`src/rtl/seg_scan_driver.sv`:
```
// Time-multiplexed common-anode seven-segment scanner with shadowed codes, blanking, blinking
// and a dead-time cycle per digit slot. Define SEG_SCAN_DP_EN to add the decimal-point output.
module seg_scan_driver #(
   parameter int unsigned DIGITS      = 4,
   parameter int unsigned REFRESH_DIV = 50000,
   parameter int unsigned BLINK_SCANS = 64
) (
   input  logic                  clk,
   input  logic                  reset_n,
   input  logic                  load,
   input  logic [5*DIGITS-1:0]   digit_codes,
   input  logic [DIGITS-1:0]     blank_mask,
   input  logic [DIGITS-1:0]     blink_mask,
`ifdef SEG_SCAN_DP_EN
   input  logic [DIGITS-1:0]     dp_mask,
   output logic                  dp_n,
`endif
   output logic [6:0]            seg_n,
   output logic [DIGITS-1:0]     an_n,
   output logic                  scan_wrap
);

   localparam int unsigned CNT_W = $clog2(REFRESH_DIV);
   localparam int unsigned IDX_W = (DIGITS > 1) ? $clog2(DIGITS) : 1;
   localparam int unsigned BLK_W = (BLINK_SCANS > 1) ? $clog2(BLINK_SCANS) : 1;

   localparam logic [CNT_W-1:0] CNT_MAX = CNT_W'(REFRESH_DIV - 1);
   localparam logic [IDX_W-1:0] IDX_MAX = IDX_W'(DIGITS - 1);
   localparam logic [BLK_W-1:0] BLK_MAX = BLK_W'(BLINK_SCANS - 1);

   logic [CNT_W-1:0]    refresh_cnt;
   logic [IDX_W-1:0]    digit_idx;
   logic [BLK_W-1:0]    blink_cnt;
   logic                blink_hidden;
   logic [5*DIGITS-1:0] codes_sh;
   logic [DIGITS-1:0]   blank_sh;
   logic [DIGITS-1:0]   blink_sh;

   logic                tick;
   logic                wrap_evt;
   logic [4:0]          cur_code;
   logic                cur_blank;
   logic                cur_blink;
   logic                cur_dp;
   logic [DIGITS-1:0]   an_sel;
   logic                shown;

`ifdef SEG_SCAN_DP_EN
   logic [DIGITS-1:0]   dp_sh;
`endif

   function automatic logic [6:0] glyph(input logic [4:0] code);
      case (code)
         5'd1:    glyph = 7'h79;
         5'd2:    glyph = 7'h24;
         5'd3:    glyph = 7'h30;
         5'd4:    glyph = 7'h19;
         5'd5:    glyph = 7'h12;
         5'd6:    glyph = 7'h02;
         5'd7:    glyph = 7'h78;
         5'd8:    glyph = 7'h00;
         5'd9:    glyph = 7'h10;
         5'd10:   glyph = 7'h08;
         5'd11:   glyph = 7'h03;
         5'd12:   glyph = 7'h46;
         5'd13:   glyph = 7'h21;
         5'd14:   glyph = 7'h06;
         5'd15:   glyph = 7'h0E;
         5'd16:   glyph = 7'h42;
         5'd17:   glyph = 7'h09;
         5'd18:   glyph = 7'h4F;
         5'd19:   glyph = 7'h47;
         5'd20:   glyph = 7'h6A;
         5'd21:   glyph = 7'h0C;
         5'd22:   glyph = 7'h12;
         5'd23:   glyph = 7'h07;
         5'd24:   glyph = 7'h41;
         5'd25:   glyph = 7'h3F;
         default: glyph = 7'h40;
      endcase
   endfunction

   assign tick     = (refresh_cnt == CNT_MAX);
   assign wrap_evt = tick && (digit_idx == IDX_MAX);

   always_comb begin
      cur_code  = '0;
      cur_blank = 1'b0;
      cur_blink = 1'b0;
      cur_dp    = 1'b0;
      an_sel    = '0;
      for (int i = 0; i < int'(DIGITS); i++) begin
         if (digit_idx == IDX_W'(i)) begin
            cur_code  = codes_sh[5*i +: 5];
            cur_blank = blank_sh[i];
            cur_blink = blink_sh[i];
`ifdef SEG_SCAN_DP_EN
            cur_dp    = dp_sh[i];
`endif
            an_sel[i] = 1'b1;
         end
      end
      shown = !cur_blank && !(cur_blink && blink_hidden);
   end

   always_ff @(posedge clk or negedge reset_n) begin
      if (!reset_n) begin
         refresh_cnt  <= '0;
         digit_idx    <= '0;
         blink_cnt    <= '0;
         blink_hidden <= 1'b0;
         codes_sh     <= '0;
         blank_sh     <= '1;
         blink_sh     <= '1;
         seg_n        <= 7'h7F;
         an_n         <= '1;
         scan_wrap    <= 1'b0;
`ifdef SEG_SCAN_DP_EN
         dp_sh        <= '0;
         dp_n         <= 1'b1;
`endif
      end else begin
         if (load) begin
            codes_sh <= digit_codes;
            blank_sh <= blank_mask;
            blink_sh <= blink_mask;
`ifdef SEG_SCAN_DP_EN
            dp_sh    <= dp_mask;
`endif
         end

         refresh_cnt <= tick ? '0 : refresh_cnt + CNT_W'(1);
         if (tick) begin
            digit_idx <= (digit_idx == IDX_MAX) ? '0 : digit_idx + IDX_W'(1);
         end
         scan_wrap <= wrap_evt;

         if (wrap_evt) begin
            if (blink_cnt == BLK_MAX) begin
               blink_cnt    <= '0;
               blink_hidden <= ~blink_hidden;
            end else begin
               blink_cnt <= blink_cnt + BLK_W'(1);
            end
         end

         // Dead time at slot start; the slot's glyph is latched once and held so that a load
         // mid-slot only affects the following slot.
         if (refresh_cnt == '0) begin
            an_n  <= '1;
            seg_n <= 7'h7F;
`ifdef SEG_SCAN_DP_EN
            dp_n  <= 1'b1;
`endif
         end else if (refresh_cnt == CNT_W'(1)) begin
            an_n  <= shown ? ~an_sel : '1;
            seg_n <= shown ? glyph(cur_code) : 7'h7F;
`ifdef SEG_SCAN_DP_EN
            dp_n  <= shown ? ~cur_dp : 1'b1;
`endif
         end
      end
   end

`ifndef SEG_SCAN_DP_EN
   logic unused_dp;
   assign unused_dp = cur_dp;
`endif

endmodule

```
`config.mk`:
```
export PLATFORM = sky130hd
export DESIGN_NAME = seg_scan_driver
export DESIGN_NICKNAME = d
export VERILOG_FILES = /design/src/rtl/seg_scan_driver.sv
export SDC_FILE = /design/constraint.sdc
export NUM_CORES = 1
export LEC_CHECK = 0
export ABC_CLOCK_PERIOD_IN_PS = 3130
export BUFFER_PORTS_ARGS = -buffer_cell sky130_fd_sc_hd__buf_2
export CORE_MARGIN = 1
export CORE_UTILIZATION = 50
export DETAILED_ROUTE_END_ITERATION = 8
export HOLD_SLACK_MARGIN = 0.08
export PLACE_DENSITY = 0.7
export REMOVE_ABC_BUFFERS = 1
export SYNTH_ARGS = -nofsm -noshare
export SYNTH_HDL_FRONTEND = slang
export SYNTH_SLANG_ARGS = --single-unit
```
`constraint.sdc`:
```
create_clock -name clk -period 3.13 [get_ports clk]
set_input_delay 0.4695 -clock clk [delete_from_list [all_inputs] [get_ports clk]]
set_output_delay 0.4695 -clock clk [all_outputs]
set_load 0.1 [all_outputs]
```
==> summary.md <==
| Metric | Value |
|---|---|
| Status | complete, but fails checks |
| Failing checks | design-rule violations |
| Cell variety after synth | 51 |
| CTS tree | built |
| DP Area | 3650 sq um |
| H-tree depth | 3 |
| GP Congestion | 0.899 |
| Clk_lat worst skew | 0.35 ns |
| Std-Cell Rows | 29 |
| Hold WS | 0.102 ns |
| Antenna Nets Post-Route | 0 |
| Clk_skew | a little over 0.008 ns |
| Number of port buffers | 42 |
| Mapped Cells | 330 |
| Sequential fraction of the synthesis area | 48.5% |
| Residual DRC | 2 |
| Drt pass-1 iters | 6 |
| Cts repair resizes | 0 |
| Final slew viol count | 0 |
| CP most frequent cell | ha_1 |
| Worst-path cell chain | ha_1 > nand2b_2 > a2bb2oi_1 > and2_1 > ha_1 > nand4_1 > o21ai_0 > o32ai_1 > a31oi_1 |
| Post-CTS Hold Buffers | 0 |
| Syn-to-layout area delta | 12.8% |
| Initial antenna violation count | 0 |
| Fin area | 3840 sq um |
| Reg2reg start | digit_idx[1] |
| Pwr Total | between 1.5 and 2 mW |
| Fin. Hold Viols | 0 |
| CTS Buf Count | 9 |
| Die width | 84.5 microns |
| HPWL after DPL | 4890 microns |
| PnR worst setup slack | 0.448 ns |
| Commonest cells post-synth | dfrtp_1 (46), nand2_1 (41), nor2_1 (27) |
| Final cell count without fillers | 454 |
| EDFF count, synth | 0 |
| Vias in the first global route | 2,353 |
| Period utilization | 85.7% |
| Nets | 414 |
| Measured slew at the worst slew-check pin | 0.630 ns |
| Crit. End Element | flop |
| Ys async rst share | 100% |
| PD cells | 508 nW/um^2 |
| Synthesized area per cell | about 10 sq um |
| Place WS | 0.517 ns |
| Most common cell in the synthesized netlist | dfrtp_1 |
| Worst flop-to-flop path endpoint | seg_n[1] |
| Synth Register Bits | 65 |
| Fillcell total | around 580 |
| Unrepaired setup endpoints after global routing | false |
| Die height | about 85 microns |
| Synth warn | 0 |
| GRT Residual Overflow | 0 |
| Post-synthesis cell area | 3400 sq um |
| Critical path's largest stage delay | about 0.47 ns |
| Detailed Route WL | roughly 6900 microns |
| Clock period minus worst slack | approximately 2.7 ns |
| Pin count of the biggest net entering global routing | 42 |
| CTS root buf | clkbuf_8 |
| Flop2flop setup slack | around 0.45 ns |
| CTS clk-pin slew, worst paths | 0.07 ns |
| R2R depth | 9 |
| N_diodes | 0 |
| Reg area | 1650 sq um |
| Max Fclk | approximately 370 MHz |
| Worst Path Max Fanout | 15 |
| Largest area contributor in the netlist | dfrtp_1 |
| DIE AREA | 7140 sq um |
| CTS Buffer Depth | 2 |
| # IOs | 43 |
| CP max-delay cell | ha_1 |
| Setup Fix Bufs, Post-CTS | 0 |
| First-pass GRT wire length | 11,800 microns |
| Post-synth top area share | 33.8% |
| Via-to-Cell Ratio | 5.72 |
| Routed len/inst | about 15 microns |
| Initial drt markers | 197 |
| Vias | 2,599 |
| Largest cells by area after synthesis | dfrtp_1 (34%), dfstp_2 (15%), mux2_2 (7.9%) |
| Setup TNS | 0 ns |
| Max Cap Viol | 0 |
| Leakage power figure | approximately 1.7 nW |
| Min-Delay Path Class | in2async |
| Initial Utilization | 52.7% |
| Core area | 6460 sq um |
| Primary FF master, synth | dfrtp_1 |
| Setup violations, final | 0 |
| Final Core Density | 59.5% |
| # placed instances | about 440 |
| Clock Sinks | 65 |
| Slew HR | 58.0% |
| WS Path Type | reg2reg |
| Crit path from | digit_idx[1] |
| Fraction of final layout cells sized beyond drive strength 1 | approximately 29% |
| Peak supply drop | 377 uV |
| Critical Path AT | between 2 and 3 ns |
| Crit start category | flop |
| WP data required | approximately 3.4 ns |
| Total GRT Usage | 21.4% |
| Multi-input logic area | approximately 1600 sq um |
[cell usage in the layout, fill, tap and decap left out, types with 3 or more instances in the layout]
cell and instances:
a2bb2oi_1 5, ha_1 11, nand4_1 6, a211oi_1 3
mux2_2 24, inv_1 13, a31oi_1 8, nor4_1 4
buf_2 42, and3_1 4, a21oi_1 10, o31ai_1 3
dfstp_2 19, a21o_1 3, nand2_1 41, nand3_1 11
clkbuf_8 9, nor3_1 7, o21ai_0 16, nor2_1 27
dfrtp_1 46, o32ai_1 3, mux2i_1 3, o211ai_1 4
xnor2_1 10, and2_1 5, xor2_1 7
[registers in the layout, summed over array words and instances (netlist names)]
| name | cells |
|---|---|
| digit_idx | 2 |
| codes_sh | 20 |
| refresh_cnt | 16 |
| blink_cnt | 6 |
| seg_n | 7 |
| an_n | 4 |
| scan_wrap | 1 |
| blink_hidden | 1 |
| blank_sh | 4 |
| blink_sh | 4 |
[cell families after synthesis]
family	Yosys count	synth area share, %
compound gates	71	14.7
mux	27	8.82
buf+inv	26	3.56
fa+ha+maj	11	4.04
xor+xnor	17	4.37
simple gates	113	16.0
flops	65	48.5
[worst max-delay path, delay by kind of cell (launching register included)]
kind / cells / cell delay, ns
AOI/OAI and AO/OA: 4 / 0.58
DFF: 1 / 0.39
and+or+nand+nor: 3 / 0.87
adders and majority gates: 2 / 0.76
[area by class of cell]
class / count / area share, %
clock buffers: 11 / 3.42
flip-flops and latches: 65 / 43.0
multi-input cells: 239 / 42.5
well taps: 77 / 2.51
repair buffers: 44 / 5.86
clock inverters: 5 / 1.47
inverters: 13 / 1.27
[how the worst max path moves through the flow]
stage | endpoint | slack [ns]
final | seg_n[1] | 0.45
after global routing | seg_n[1] | 0.26
after CTS | seg_n[1] | 0.50
after detailed placement | seg_n[1] | 0.52
after global placement | seg_n[3] | 0.64
after floorplan | seg_n[3] | 0.85
[layer usage]
layer,part of all wire (%),track usage [%],up-vias,wire length (microns)
met2,45,31.0,75,3100
met4,1.7,9.71,0,120
met5,0,0,-,0
li1,-,-,1270,-
met1,49,31.1,1243,3400
met3,4.3,4.23,11,297
[power breakdown]
part | internal (mW) | switching, mW | total [mW]
Combinational | 0.105 | 0.216 | 0.321
Sequential | 0.905 | 0.0274 | 0.933
Clock | 0.367 | 0.332 | 0.698
Power figures use the tool's default switching activity.
